$ cat config.mk
export PLATFORM = sky130hd
export DESIGN_NAME = pool2x2_stream_ctrl
export DESIGN_NICKNAME = d
export VERILOG_FILES = /design/src/rtl/pool2x2_stream_ctrl_pkg.sv /design/src/rtl/pool2x2_stream_ctrl_pair_reduce.sv /design/src/rtl/pool2x2_stream_ctrl.sv
export SDC_FILE = /design/constraint.sdc
export NUM_CORES = 1
export LEC_CHECK = 0
export BUFFER_PORTS_ARGS = -buffer_cell sky130_fd_sc_hd__buf_4
export CAP_MARGIN = 5
export CORE_ASPECT_RATIO = 0.7
export CORE_MARGIN = 2
export CORE_UTILIZATION = 57
export CTS_CLUSTER_DIAMETER = 30
export DETAILED_ROUTE_END_ITERATION = 16
export PLACE_DENSITY = 0.74
export REMOVE_ABC_BUFFERS = 1
export SKIP_CTS_REPAIR_TIMING = 1
export SLEW_MARGIN = 15
export SYNTH_ARGS = -nofsm -noshare
export SYNTH_HDL_FRONTEND = slang
export SYNTH_SLANG_ARGS = --single-unit
$ cat constraint.sdc
create_clock -name clk -period 6 [get_ports clk]
set_clock_uncertainty 0.1 [all_clocks]
set_input_delay 0.3 -clock clk [delete_from_list [all_inputs] [get_ports clk]]
set_output_delay 0.3 -clock clk [all_outputs]
set_load 0.01 [all_outputs]
$ cat src/rtl/pool2x2_stream_ctrl_pkg.sv
// Shared types and defaults for the 2x2 stride-2 pooling stage.
package pool_pkg;
   localparam int DEFAULT_DATA_WIDTH = 16;

   typedef enum logic {
      POOL_AVG = 1'b0,
      POOL_MAX = 1'b1
   } pool_mode_e;

   typedef enum logic [1:0] {
      IDLE = 2'd0,
      RUN  = 2'd1,
      DONE = 2'd2
   } pool_state_e;
endpackage

$ cat src/rtl/pool2x2_stream_ctrl_pair_reduce.sv
// Combinational two-operand reduction: unsigned max, or truncating average.
module pool_pair_reduce
   import pool_pkg::*;
#(
   parameter int DATA_WIDTH = DEFAULT_DATA_WIDTH
) (
   input  logic [DATA_WIDTH-1:0] a,
   input  logic [DATA_WIDTH-1:0] b,
   input  pool_mode_e            mode,
   output logic [DATA_WIDTH-1:0] y
);
   logic [DATA_WIDTH:0] sum;

   always_comb begin
      // One extra bit keeps the carry, so averaging full-scale values cannot wrap.
      sum = {1'b0, a} + {1'b0, b};
      if (mode == POOL_MAX) begin
         y = (a > b) ? a : b;
      end else begin
         y = sum[DATA_WIDTH:1];
      end
   end
endmodule

$ cat src/rtl/pool2x2_stream_ctrl.sv
// Streaming 2x2 stride-2 pooling controller: horizontal pair, half-row line buffer, vertical pair.
module pool2x2_stream_ctrl
   import pool_pkg::*;
#(
   parameter int DATA_WIDTH = DEFAULT_DATA_WIDTH,
   parameter int MAX_COLS   = 64,
   parameter int MAX_ROWS   = 64,
   parameter int COL_W      = $clog2(MAX_COLS + 1),
   parameter int ROW_W      = $clog2(MAX_ROWS + 1)
) (
   input  logic                  clk,
   input  logic                  rst,
   input  logic [COL_W-1:0]      cfg_cols,
   input  logic [ROW_W-1:0]      cfg_rows,
   input  logic                  cfg_mode,
   input  logic                  start,
   output logic                  busy,
   output logic                  done,
   input  logic [DATA_WIDTH-1:0] in_data,
   input  logic                  in_valid,
   output logic                  in_ready,
   output logic [DATA_WIDTH-1:0] out_data,
   output logic                  out_valid,
   input  logic                  out_ready
);
   localparam int LB_DEPTH = MAX_COLS / 2;
   localparam int LB_AW    = (LB_DEPTH > 1) ? $clog2(LB_DEPTH) : 1;

   pool_state_e           state_q;
   pool_mode_e            mode_q;
   logic [COL_W-1:0]      cols_q, col_q, col_d;
   logic [ROW_W-1:0]      rows_q, row_q, row_d;
   logic [DATA_WIDTH-1:0] pend_q;
   logic                  pend_vld_q;
   logic                  in_done_q;
   logic                  busy_q, done_q;
   logic [DATA_WIDTH-1:0] out_data_q;
   logic                  out_valid_q, out_valid_d;

   logic [DATA_WIDTH-1:0] line_buf [LB_DEPTH];

   logic [COL_W-1:0]      cols_eff;
   logic [ROW_W-1:0]      rows_eff;
   logic                  cfg_bad;
   logic                  in_ready_c, in_hs;
   logic                  last_col, last_row;
   logic                  load, lb_wr;
   logic [LB_AW-1:0]      lb_idx;
   logic [DATA_WIDTH-1:0] lb_rd, h_y, v_y;

   assign cols_eff = cfg_cols & ~COL_W'(1);
   assign rows_eff = cfg_rows & ~ROW_W'(1);
   assign cfg_bad  = (cols_eff == '0) || (rows_eff == '0) ||
                     (cols_eff > COL_W'(MAX_COLS)) || (rows_eff > ROW_W'(MAX_ROWS));

   assign in_ready_c = (state_q == RUN) && !(out_valid_q && !out_ready) && !in_done_q;
   assign in_hs      = in_valid && in_ready_c;
   assign last_col   = (col_q == cols_q - COL_W'(1));
   assign last_row   = (row_q == rows_q - ROW_W'(1));
   assign lb_idx     = col_q[LB_AW:1];
   assign lb_rd      = line_buf[lb_idx];
   assign lb_wr      = in_hs && col_q[0] && !row_q[0] && pend_vld_q;
   assign load       = in_hs && col_q[0] && row_q[0] && pend_vld_q;

   pool_pair_reduce #(.DATA_WIDTH(DATA_WIDTH)) u_h_reduce (
      .a    (pend_q),
      .b    (in_data),
      .mode (mode_q),
      .y    (h_y)
   );

   pool_pair_reduce #(.DATA_WIDTH(DATA_WIDTH)) u_v_reduce (
      .a    (lb_rd),
      .b    (h_y),
      .mode (mode_q),
      .y    (v_y)
   );

   always_comb begin
      col_d = last_col ? '0 : col_q + COL_W'(1);
      row_d = last_col ? row_q + ROW_W'(1) : row_q;
      // A load wins over a same-cycle handshake so back-to-back results never drop.
      if (load) begin
         out_valid_d = 1'b1;
      end else if (out_ready) begin
         out_valid_d = 1'b0;
      end else begin
         out_valid_d = out_valid_q;
      end
   end

   always_ff @(posedge clk or posedge rst) begin
      if (rst) begin
         state_q     <= IDLE;
         mode_q      <= POOL_AVG;
         cols_q      <= '0;
         rows_q      <= '0;
         col_q       <= '0;
         row_q       <= '0;
         pend_q      <= '0;
         pend_vld_q  <= 1'b0;
         in_done_q   <= 1'b0;
         busy_q      <= 1'b0;
         done_q      <= 1'b0;
         out_data_q  <= '0;
         out_valid_q <= 1'b0;
      end else begin
         done_q      <= 1'b0;
         out_valid_q <= out_valid_d;
         if (load) begin
            out_data_q <= v_y;
         end
         case (state_q)
            IDLE: begin
               if (start) begin
                  cols_q     <= cols_eff;
                  rows_q     <= rows_eff;
                  mode_q     <= pool_mode_e'(cfg_mode);
                  col_q      <= '0;
                  row_q      <= '0;
                  pend_vld_q <= 1'b0;
                  in_done_q  <= 1'b0;
                  busy_q     <= 1'b1;
                  if (cfg_bad) begin
                     state_q <= DONE;
                     done_q  <= 1'b1;
                  end else begin
                     state_q <= RUN;
                  end
               end
            end
            RUN: begin
               if (in_hs) begin
                  col_q <= col_d;
                  row_q <= row_d;
                  if (!col_q[0]) begin
                     pend_q     <= in_data;
                     pend_vld_q <= 1'b1;
                  end else begin
                     pend_vld_q <= 1'b0;
                  end
                  if (last_col && last_row) begin
                     in_done_q <= 1'b1;
                  end
               end
               // The final input always yields the final output, so its handshake ends the frame.
               if (in_done_q && out_valid_q && out_ready) begin
                  state_q <= DONE;
                  done_q  <= 1'b1;
               end
            end
            DONE: begin
               state_q <= IDLE;
               busy_q  <= 1'b0;
            end
            default: begin
               state_q <= IDLE;
               busy_q  <= 1'b0;
            end
         endcase
      end
   end

   always_ff @(posedge clk) begin
      if (lb_wr) begin
         line_buf[lb_idx] <= h_y;
      end
   end

   assign busy      = busy_q;
   assign done      = done_q;
   assign in_ready  = in_ready_c;
   assign out_data  = out_data_q;
   assign out_valid = out_valid_q;
endmodule
Word-level counts from Yosys, hierarchy flattened
Memories as Yosys holds them, arrays and structs flattened.
Index checks and enable logic that the tools add are counted.
{"block": "op_classes", "n_lt_le_gt_ge": 4, "eq_ne": 8, "n_bitwise": 2, "n_addsub": 6, "reduce_logical": 31, "muxes": 32}
{"operator": "16-bit two-way mux", "count": 4}
{"operator": "7-bit two-way mux", "count": 5}
{"operator": "16-bit by 16-bit adder with 17-bit output", "count": 2}
{"operator": "16-bit > comparator", "count": 2}
{"operator": "7-bit one-hot mux with 2 select lines", "count": 2}
{"operator": "7-bit by 1-bit adder with 7-bit output (second input constant)", "count": 2}
{"operator": "7-bit equality test", "count": 2}
{"operator": "7-bit > comparator (second input constant)", "count": 2}
{"operator": "7-bit logical NOT", "count": 2}
{"operator": "7-bit by 1-bit subtractor with 7-bit output (second input constant)", "count": 2}
{"operator": "1-bit two-way mux", "count": 13}
{"operator": "1-bit logical AND", "count": 12}
{"operator": "1-bit one-hot mux with 2 select lines", "count": 4}
{"operator": "4-bit AND reduction", "count": 2}
{"operator": "2-bit two-way mux", "count": 3}
{"operator": "2-bit != test (second input constant)", "count": 3}
{"operator": "2-bit AND reduction", "count": 3}
{"operator": "3-bit AND reduction", "count": 2}
{"operator": "1-bit logical NOT", "count": 4}
{"operator": "2-bit by 1-bit != test with 1-bit output (second input constant)", "count": 2}
{"operator": "2-bit one-hot mux with 2 select lines", "count": 1}
{"operator": "2-bit nonzero test", "count": 2}
{"operator": "1-bit logical OR", "count": 3}
{"operator": "2-bit by 1-bit equality test with 1-bit output (second input constant)", "count": 1}
{"operator": "2 further kinds", "count": 3}
{"block": "word_totals", "inputBits": 36, "memories": 1, "output_inout_bits": 20, "reg_bits": 66, "ram_bits": 512}
{"memory": "line_buf", "depth": 32, "width": 16, "rd": 1, "rd_ports_with_merged_regs": 0, "wr": 1, "line": "pool2x2_stream_ctrl.sv:40", "source": "logic [DATA_WIDTH-1:0] line_buf [LB_DEPTH];"}

Longest topological paths before layout
Gate-level depths: netlist (run 1).
{"block": "logic_depth", "ltp_word": 11, "ltp_mapped": 23, "depth_no_buf": 21}

Modules after synthesis
From an unflattened synthesis (run 1), not the netlist that was laid out.
{"block": "unflattened", "cells_unflattened": 1513, "area_unflattened_um2": 25418.1}
{"module": "pool2x2_stream_ctrl", "area_per_inst_um2": 22347.7, "cells_each": 1107, "n_inst": 1}
{"module": "pool_pair_reduce", "area_per_inst_um2": 1535.2, "cells_each": 203, "n_inst": 2}

Worst setup path before layout (run 1)
Ideal clock, no wire load.
{"block": "synth_timing", "path_type": "reg2reg", "from": "register pend_q[14]", "to": "register out_data_q[15] (netlist: out_data[15])", "path_buffers": 2, "setup_slack_ns": 0.235, "stages_incl_launch_ff": 20, "setup_ns": 0.134, "arrival_time_ns": 5.531, "cell_sequence": "dfrtp_1 -> ha_1 -> nand4_1 -> or3_4 -> a211oi_1 -> nor3_1 -> nor2_1 -> clkbuf_1 -> a21oi_1 -> mux2i_1 -> ha_1 -> nor2b_1 -> o21ai_0 -> a21oi_1 -> a211o_1 -> a211o_1 -> o31ai_4 -> buf_6 -> mux2i_1 -> o31ai_2"}
{"block": "synth_via", "elab_chain_len": 6, "word_cells_on_any_way": 8}
{"element": "from (decl)", "line": "pool2x2_stream_ctrl.sv:33", "source": "logic [DATA_WIDTH-1:0] pend_q;"}
{"element": "from (signal assigned)", "line": "pool2x2_stream_ctrl.sv:137", "source": "pend_q <= in_data;"}
{"element": "16-bit > comparator *", "line": "pool2x2_stream_ctrl_pair_reduce.sv:18", "source": "y = (a > b) ? a : b;"}
{"element": "16-bit two-way mux *", "line": "pool2x2_stream_ctrl_pair_reduce.sv:18"}
{"element": "16-bit two-way mux *", "line": "pool2x2_stream_ctrl_pair_reduce.sv:17", "source": "if (mode == POOL_MAX) begin"}
{"element": "net h_y[9]", "line": "pool2x2_stream_ctrl.sv:49", "source": "logic [DATA_WIDTH-1:0] lb_rd, h_y, v_y;"}
{"element": "16-bit > comparator", "line": "pool2x2_stream_ctrl_pair_reduce.sv:18"}
{"element": "16-bit two-way mux", "line": "pool2x2_stream_ctrl_pair_reduce.sv:18"}
{"element": "16-bit two-way mux *", "line": "pool2x2_stream_ctrl_pair_reduce.sv:17"}
{"element": "to (signal assigned)", "line": "pool2x2_stream_ctrl.sv:111", "source": "out_data_q <= v_y;"}
{"element": "to (decl)", "line": "pool2x2_stream_ctrl.sv:37", "source": "logic [DATA_WIDTH-1:0] out_data_q;"}
The timed path passes the listed nets; every way through them passes the cells marked *.
A chain may end at the register's enable or synchronous reset.

Worst setup path after layout (run 1)
{"block": "layout_timing", "from": "register pend_q[12]", "to": "register out_data_q[4] (netlist: out_data[4])"}
{"block": "layout_via", "elab_chain_len": 6, "word_cells_on_any_way": 8}
{"element": "16-bit > comparator", "line": "pool2x2_stream_ctrl_pair_reduce.sv:18"}
{"element": "16-bit two-way mux", "line": "pool2x2_stream_ctrl_pair_reduce.sv:18"}
{"element": "16-bit two-way mux", "line": "pool2x2_stream_ctrl_pair_reduce.sv:17"}
{"element": "net h_y[10]", "line": "pool2x2_stream_ctrl.sv:49"}
{"element": "16-bit > comparator", "line": "pool2x2_stream_ctrl_pair_reduce.sv:18"}
{"element": "16-bit two-way mux", "line": "pool2x2_stream_ctrl_pair_reduce.sv:18"}
{"element": "16-bit two-way mux", "line": "pool2x2_stream_ctrl_pair_reduce.sv:17"}
The timed path passes the listed nets, and every way through them passes these cells.

==> metrics.cfg, run 1 <==
[run_status]
status = finished, final reports clean

[power]
irDropWorstVdd_mv = 0.508
p_total_mw = 18.9
p_leak_nw = 10.9
p_per_area_mw_per_mm2 = 622

[setup_path]
timing.critical_path.buf_inv = 3
crit_fanout = 23
path_class = reg2reg
cpMostUsedCell = nor2_1
critical-path-slowest-cell = or3_4
crit_family = compound AO/OA/AOI/OAI gates
crit_required_ns = 6.45
crit_path_end_kind = flop
cp_cell_sequence = ha_1, nand4_1, or3_4, o21ai_0, nor3_1, nor2_1, buf_12, nor2_1, a21oi_1, nor2_1, or2_2, ha_1, nor2b_1, o21ai_0, a21oi_1, a211o_1, a211o_1, o21ba_2, o31ai_4, buf_12, buf_4, mux2i_1, o22a_1
critPathArrivalTime_ns = 6.15
cpPeakStageDelay_ns = 0.47
start_kind = flop

[synthesis]
synth_edf_count = 512
synth.distinct_cells = 70
ys_warn_count = 0
ys_seq_area_frac = 0.671
ys_seq_elements = 578
ys.flop_type = edfxtp_1
synthArstFlopShare = 0.114
syn_avg_cell_area_um2 = 16.2
netlist_area_mm2 = 0.0254
synthCells = 1564

[final_layout]
area_growth_pct = 19.7
n_fill_cell = 2718
diodes = 0
drive_gt1_frac = 0.257
nets = 1873
final_util = 0.693

[detailed_routing]
vias_per_cell = 6.30
drt_first_pass_iters = 5
wl_um = 62200
vias = 15300
drt_iter0_markers = 1764
ant_nets = 0
drc = 0
post_drt_wl_per_cell_um = 25.6

[global_route]
grt_overflow_total = 0
antenna_found_initial = 0
grt_pass1_wl_um = 94300
grt_pass1_vias = 15300
grt_max_degree = 67
grt_util_all_layers = 0.273

[place]
hpwl_um = 39600
numPortBuffers = 53
gp_congestion = 0.917
dp_slack_ns = 0.0163

[floorplanning]
coreArea_mm2 = 0.0438
rows = 64
dieArea_mm2 = 0.0463
start_util = 0.579
die_w_um = 256
die_y_um = 181
io_pins = 56

[sta]
worst_pin_slew_ns = 1.18
clock.fmax_mhz = 175
slew_violations = 0
slew_headroom = 0.210
setup_viol = 0
setup_tns_ns = 0
layout_setup_ws_ns = 0.295
hold_viol = 0
timing.final.crit_share = 0.951
rsz0062_at_grt = no
period_minus_slack_ns = 5.71

[cts]
cts_tree = yes
cts_root_buf = clkbuf_16
cts_buffers = 83
htree_levels = 3
cts.clk_slew.worst_paths_ns = 0.05
cts_buffer_depth = 3
insertion_delay_ns = 0.62
clock_sinks = 578

[flow_run]
maxCapViolations = 0

[worst_hold_path]
hold_class = in2reg

-- per-stage QoR --
stage	instances	cell area, µm²	hold slack (ns)
2_1_floorplan	1494	25100	0.305
3_3_place_gp	2243	27100	0.385
3_5_place_dp	2243	27100	0.392
4_1_cts	2397	30000	-0.225
5_1_grt	2432	30400	0.166
6_report	2432	30400	0.148
-- cells by family after synthesis --
family / Yosys count / synth area share
AND/OR/NAND/NOR: 329 / 0.0631
buffers and inverters: 123 / 0.0196
flip-flops: 578 / 0.671
AO/OA/AOI/OAI: 242 / 0.0679
multiplexers: 178 / 0.128
adder cells (fa/ha/maj): 68 / 0.0341
XOR/XNOR: 46 / 0.0159
-- routing by layer --
metal	up-vias	GRT usage	wire (µm)
met5	-	0	0
met4	0	0.0749	1310
met3	108	0.0627	6790
met2	839	0.409	28400
met1	7751	0.407	25700
li1	6614	-	-
-- path summary, 6_finish.rpt --
path,from,cells after the start,end,slack (ns)
setup / recovery,pend_q[12],23,out_data[4],0.29
hold / removal,start,3,busy,0.15
setup reg to reg,pend_q[12],23,out_data[4],0.29
hold reg to reg,out_data[15],2,out_data[15],0.40
max in group asynchronous,rst,4,col_q[2],4.66
min in group asynchronous,rst,4,pend_q[0],0.46
-- power breakdown --
| group | total [mW] | switching, mW | internal (mW) | leakage [nW] |
|---|---|---|---|---|
| Sequential | 5.86 | 0.297 | 5.56 | 5.42 |
| Clock | 4.99 | 1.95 | 3.04 | 1.39 |
| Combinational | 8.04 | 4.75 | 3.29 | 4.12 |
-- Yosys cell counts (all sizes together) (8+ instances only) --
library cell / number / area [µm²]
o21bai: 9 / 67.6
nand3: 16 / 80.1
edfxtp: 512 / 15400
o211ai: 11 / 82.6
o22ai: 10 / 76.3
ha: 66 / 826
or3: 16 / 105
nand2b: 13 / 81.3
a22o: 19 / 166
mux4: 116 / 2610
clkbuf: 39 / 146
buf: 31 / 151
nand4: 17 / 106
nor2b: 10 / 62.6
xnor2: 28 / 245
o21ai: 43 / 215
o21a: 8 / 60.1
nand3b: 9 / 67.6
dfrtp: 66 / 1650
nor4: 9 / 56.3
mux2i: 40 / 400
mux2: 22 / 248
xor2: 18 / 158
a21oi: 43 / 215
nand2: 78 / 293
a22oi: 38 / 285
a21o: 11 / 82.6
nor2: 104 / 390
nor3: 24 / 120
inv: 53 / 199
-- worst min-delay path, delay by kind of cell --
family / cells / cell delay (ns)
AND/OR/NAND/NOR: 1 / 0.25
buffers and inverters: 1 / 0.08
AO/OA/AOI/OAI: 1 / 0.17
-- state kept, by name, summed over array words and instances (netlist names) --
register    cells
rows_q          6
col_q           7
done            1
busy            1
line_buf      512
pend_vld_q      1
out_data       16
state_q         2
cols_q          6
mode_q          1
in_done_q       1
out_valid       1
pend_q         16
row_q           7
-- cell usage in the layout (no fill, tap or decap), types with 10 or more instances in the layout --
cell | synthesis | layout
edfxtp_1 | 512 | 512
buf_4 | 1 | 153
mux4_2 | 116 | 116
nor2_1 | 104 | 104
clkbuf_16 | 0 | 84
nand2_1 | 78 | 78
ha_1 | 66 | 66
dfrtp_1 | 66 | 64
inv_1 | 52 | 51
a21oi_1 | 43 | 42
o21ai_0 | 43 | 39
a22oi_1 | 38 | 38
mux2i_1 | 40 | 37
dlygate4sd3_1 | 0 | 31
xnor2_1 | 28 | 28
nor3_1 | 24 | 22
mux2_2 | 22 | 22
a22o_1 | 19 | 19
xor2_1 | 18 | 18
nand4_1 | 17 | 17
nand3_1 | 16 | 16
or3_1 | 15 | 15
nand2b_1 | 13 | 13
inv_6 | 0 | 13
a21o_1 | 11 | 11
o211ai_1 | 11 | 11
clkinvlp_4 | 0 | 10
clkinv_4 | 0 | 10
-- layout make-up --
class                           instances  area (µm²)  share of cell area
Tap cell                              594         743              0.0245
Timing Repair Buffer                  190        1580              0.0520
Inverter                               53         199             0.00655
Multi-Input combinational cell        863        7900               0.260
Clock inverter                         64         790              0.0260
Sequential cell                       578       17000               0.561
Clock buffer                           90        2120              0.0699
No activity file was read; power rests on OpenSTA's default activity.
==> inputs of run 2 (changes only) <==
--- a/config.mk
+++ b/config.mk
@@ -9,10 +9,10 @@
 export CAP_MARGIN = 5
 export CORE_ASPECT_RATIO = 0.7
 export CORE_MARGIN = 2
-export CORE_UTILIZATION = 57
+export CORE_UTILIZATION = 24
 export CTS_CLUSTER_DIAMETER = 30
 export DETAILED_ROUTE_END_ITERATION = 16
-export PLACE_DENSITY = 0.74
+export PLACE_DENSITY = 0.38
 export REMOVE_ABC_BUFFERS = 1
 export SKIP_CTS_REPAIR_TIMING = 1
 export SLEW_MARGIN = 15
==> run 2 against run 1 <==
  * Sequential share of layout area down 4.0 points
  * Die area up 130%
  * Count of clock-buffer cells in the layout up 27
  * Highest routed layer unchanged
  * Maximum frequency up 0.65%
  * Largest power group unchanged
  * Largest cell class unchanged
==> metrics.cfg, run 2 (synthesis gave the netlist of run 1 again) <==
[sta]
hold_viol = 0
clock.fmax_mhz = 176
slew_violations = 0
slew_headroom = 0.265
timing.final.crit_share = 0.945
worst_pin_slew_ns = 1.10
period_minus_slack_ns = 5.67
rsz0062_at_grt = no
setup_tns_ns = 0
setup_viol = 0
layout_setup_ws_ns = 0.331

[run_status]
status = finished, final reports clean

[final_layout]
largest_register = line_buf
area_growth_pct = 28.8
diodes = 0
final_cell_mix = edfxtp_1, buf_4, mux4_2
drive_gt1_frac = 0.301
nets = 1945
n_fill_cell = 10300
final_common_cell = edfxtp_1
largest_reg_flops = 512

[setup_path]
crit_fanout = 7
crit_required_ns = 6.47
crit_family = compound AO/OA/AOI/OAI gates
start_kind = flop
crit_path_end_kind = flop
path_class = reg2reg
cpPeakStageDelay_ns = 0.43
cp_cell_sequence = ha_1, and3_1, a221oi_1, buf_4, o21ai_0, nor3_1, nor2_1, buf_12, buf_4, mux2i_1, a21oi_2, ha_1, inv_1, fa_1, nor2b_1, o31a_1, o211ai_1, a21oi_1, nor3_1, o41ai_2, a21oi_1, o21a_1, o31ai_2
timing.critical_path.buf_inv = 4
critPathArrivalTime_ns = 6.14
critical-path-slowest-cell = a221oi_1

[cts]
cts_root_buf = clkbuf_16
clock_sinks = 578
cts_tree = yes
cts.clk_slew.worst_paths_ns = 0.05
htree_levels = 3
cts_buffer_depth = 3
cts_buffers = 105
insertion_delay_ns = 0.68

[floorplanning]
rows = 99
io_pins = 56
start_util = 0.243
die_y_um = 276
dieArea_mm2 = 0.108
die_w_um = 393
coreArea_mm2 = 0.105

[power]
p_per_area_mw_per_mm2 = 629
p_leak_nw = 11.6
irDropWorstVdd_mv = 0.446

[detailed_routing]
vias = 15100
vias_per_cell = 4.52
wl_um = 74500
ant_nets = 0
drc = 0
drt_iter0_markers = 1109
drt_first_pass_iters = 7
post_drt_wl_per_cell_um = 22.3

[global_route]
grt_max_degree = 67
grt_pass1_wl_um = 109000
antenna_found_initial = 1
grt_overflow_total = 0
grt_pass1_vias = 15400
grt_util_all_layers = 0.138

[place]
numPortBuffers = 53
dp_slack_ns = -0.0846
gp_congestion = 0.787
hpwl_um = 50000

[worst_hold_path]
hold_class = in2reg

[flow_run]
maxCapViolations = 0

run 2: cell count changes in the layout (fill, tap and decap cells not counted), sizes merged:
cell      change
inv           -8
clkinv       +19
bufinv        +6
buf          +50
clkbuf       +27
clkinvlp      -3
run 2: layer usage:
layer  global-route usage  vias to the layer above  share of wire
met2                0.195                      294           0.42
met5                    0                        -              0
li1                     -                     6786              -
met3               0.0281                      100          0.044
met4               0.0342                        0          0.017
met1                0.214                     7939           0.52
run 2: through the flow:
| step | instances | cell area (µm²) | util | hold WS (ns) | total power, mW |
|---|---|---|---|---|---|
| floorplan | 1494 | 25100 | - | 0.305 | 11.2 |
| global placement | 3115 | 28700 | 0.275 | 0.394 | 14.5 |
| detailed placement | 3115 | 28700 | 0.275 | 0.396 | 14.6 |
| CTS | 3310 | 32300 | 0.309 | -0.317 | 20.7 |
| global route | 3343 | 32700 | 0.313 | 0.0776 | 21.8 |
| finish | 3343 | 32700 | 0.313 | 0.0607 | 20.6 |
run 2: worst paths after layout:
path | start | cells past startpoint | endpoint | slack (ns)
max in group asynchronous | rst | 4 | col_q[2] | 4.64
worst max register to register | pend_q[6] | 23 | out_data[15] | 0.33
worst min-delay path | start | 5 | col_q[1] | 0.06
worst min register to register | rows_q[6] | 2 | rows_q[6] | 0.41
worst max-delay path | pend_q[6] | 23 | out_data[15] | 0.33
min in group asynchronous | rst | 4 | done | 0.43
run 2: layout make-up:
cell class                 count  area [µm²]  share of cell area
clock inverter                78         895              0.0274
timing repair buffer         240        2030              0.0621
multi-input combinational    863        8040               0.246
clock buffer                 117        2740              0.0837
inverter                      53         199             0.00608
tap                         1414        1770              0.0541
sequential                   578       17000               0.521
run 2: power breakdown:
group	total, mW	internal, mW	switching [mW]	leakage (nW)
Combinational	8.67	3.65	5.02	4.39
Clock	6.04	3.94	2.10	1.76
Sequential	5.87	5.56	0.303	5.42
run 2: worst register-to-register path, stage by stage (launching register included):
cell and delay, ns:
dfrtp_1 0.41, ha_1 0.33, and3_1 0.22, a221oi_1 0.43, buf_4 0.20, o21ai_0 0.10
nor3_1 0.28, nor2_1 0.13, buf_12 0.16, buf_4 0.17, mux2i_1 0.16, a21oi_2 0.20
ha_1 0.23, inv_1 0.07, fa_1 0.37, nor2b_1 0.24, o31a_1 0.24, o211ai_1 0.16
a21oi_1 0.26, nor3_1 0.16, o41ai_2 0.42, a21oi_1 0.14, o21a_1 0.22, o31ai_2 0.17
==> inputs of run 3 (changes only) <==
--- a/config.mk
+++ b/config.mk
@@ -12,7 +12,7 @@
 export CORE_UTILIZATION = 24
 export CTS_CLUSTER_DIAMETER = 30
 export DETAILED_ROUTE_END_ITERATION = 16
-export PLACE_DENSITY = 0.38
+export PLACE_DENSITY = 0.37
 export REMOVE_ABC_BUFFERS = 1
 export SKIP_CTS_REPAIR_TIMING = 1
 export SLEW_MARGIN = 15
==> constraint.sdc (replaced) <==
create_clock -name clk -period 6.7 [get_ports clk]
set_clock_uncertainty 0.1 [all_clocks]
set_input_delay 0.335 -clock clk [delete_from_list [all_inputs] [get_ports clk]]
set_output_delay 0.335 -clock clk [all_outputs]
set_load 0.01 [all_outputs]
==> run 3 against run 2 <==
  * Worst hold slack gained 0.068 ns
  * Sequential share of layout area is 0.46 points higher
  * Maximum frequency decreased by 6.6%
  * Non-clock buffer count shrank 55
  * Largest power group unchanged
  * Critical path depth fell by 2
  * Setup slack better by 0.30 ns
  * Via count shrank 1.6%
  * Count of clock-buffer cells in the layout increased by 14
  * Combinational power shrank 15%
  * Clock power shrank 5.6%
  * Final area is 0.86% lower
==> metrics.cfg, run 3 (synthesis gave the netlist of run 1 again) <==
[run_status]
status = finished, final reports clean

[flow_run]
maxCapViolations = 0

[final_layout]
area_growth_pct = 27.7
largest_reg_flops = 512
final_common_cell = edfxtp_1
drive_gt1_frac = 0.282
final_cell_mix = edfxtp_1, buf_4, mux4_2
nets = 1897
largest_register = line_buf
diodes = 0
stdcell_count = 3303

[setup_path]
reg2reg_from = pend_q[14]
worstReg2RegEnd = out_data[7]
critPathArrivalTime_ns = 6.55
worstRegToRegCells = 21
crit_path_end_kind = flop
ff2ff_setup_slack_ns = 0.63
start_kind = flop
path_class = reg2reg
crit_fanout = 23
crit_required_ns = 7.18

[sta]
clock.fmax_mhz = 165
slew_headroom = 0.231
rsz0062_at_grt = no
layout_setup_ws_ns = 0.632
worst_pin_slew_ns = 1.15
setup_viol = 0
timing.final.crit_share = 0.906
period_minus_slack_ns = 6.07
hold_viol = 0
holdWs_ns = 0.128
setup_tns_ns = 0
slew_violations = 0

[power]
irDropWorstVdd_mv = 0.349
power_frac_comb = 0.402
p_int_mw = 11.7
swShare = 0.361
clkPwrFrac = 0.311
p_per_area_mw_per_mm2 = 566
p_total_mw = 18.3
p_sw_mw = 6.62
p_leak_nw = 11.4
seqPwrFrac = 0.287

[floorplanning]
die_w_um = 393
io_pins = 56
dieArea_mm2 = 0.108
die_y_um = 276
coreArea_mm2 = 0.105
start_util = 0.243
rows = 99

[place]
dp_slack_ns = 0.289
place_inst = 3056
gp_congestion = 0.760
hpwl_um = 49000
numPortBuffers = 53

[detailed_routing]
drt_iter0_markers = 1175
vias = 14900
drc = 0
wl_um = 73900
ant_nets = 0
drt_first_pass_iters = 5
vias_per_cell = 4.50
post_drt_wl_per_cell_um = 22.4

[cts]
htree_levels = 3
cts_root_buf = clkbuf_16
cts_buffer_depth = 3
cts_buffers = 112
cts.clk_slew.worst_paths_ns = 0.05
clock_sinks = 578
cts_tree = yes
insertion_delay_ns = 0.69

[global_route]
grt_pass1_vias = 15200
grt_util_all_layers = 0.137
grt_max_degree = 44
antenna_found_initial = 3
grt_overflow_total = 0
grt_pass1_wl_um = 108000

[worst_hold_path]
min_path_cells = 3
min_to = busy
hold_class = in2reg
hp-start = start

run 3: changes by cell type in the layout (fill, tap and decap cells not counted), sizes merged:
cell | before | now
clkinv | 47 | 43
clkinvlp | 7 | 10
buf | 209 | 154
inv | 62 | 63
clkbuf | 117 | 131
bufinv | 15 | 16
run 3: how the worst max path moves through the flow:
stage,startpoint,to,slack (ns),cells past startpoint
finish,pend_q[14],out_data[7],0.63,21
global route,pend_q[15],out_data[9],0.20,21
CTS,pend_q[15],out_data[7],0.30,18
detailed placement,in_data[15],out_data[7],0.29,22
global placement,in_data[15],out_data[7],0.38,22
floorplan,col_q[1],out_data[7],-1.90,13
run 3: per-stage QoR:
stage | utilization | instance area (µm²)
2_1_floorplan | - | 25100
3_3_place_gp | 0.270 | 28200
3_5_place_dp | 0.270 | 28200
4_1_cts | 0.307 | 32000
5_1_grt | 0.310 | 32400
6_report | 0.310 | 32400
run 3: area by class of cell:
cell class	instances	area, µm²
clock buffers	131	2920
clock inverters	79	951
fillers	10400	72100
inverters	53	199
multi-input cells	863	8020
flip-flops and latches	578	17000
well taps	1414	1770
repair buffers	185	1530
run 3: power groups by stage:
stage                     Clock [mW]  Combinational (mW)  Sequential [mW]
final                           5.70                7.37             5.26
after CTS                       5.85                7.28             5.27
after floorplan                    0                4.53             5.53
after global placement             0                7.19             5.33
after global routing            6.03                8.12             5.29
after detailed placement           0                7.25             5.33
run 3: per-layer routing:
metal	share of wire	GRT usage	vias up
met5	0	0	-
met4	0.016	0.0353	0
met3	0.053	0.0309	95
met2	0.42	0.192	331
met1	0.51	0.210	7749
li1	-	-	6704
run 3: critical path, stage by stage (launching register included):
cell and delay (ns):
dfrtp_1 0.41, ha_1 0.38, nand4_1 0.21, or3_4 0.49
a211oi_1 0.39, nor3_1 0.14, nor2_1 0.38, buf_12 0.22
nor2_1 0.05, a21oi_1 0.34, mux2i_4 0.13, ha_1 0.41
nand4b_1 0.30, nor4_1 0.53, buf_4 0.22, nand4_1 0.08
o21ai_0 0.12, o21ba_2 0.23, o31ai_4 0.07, buf_12 0.20
mux2_2 0.34, o211ai_1 0.16
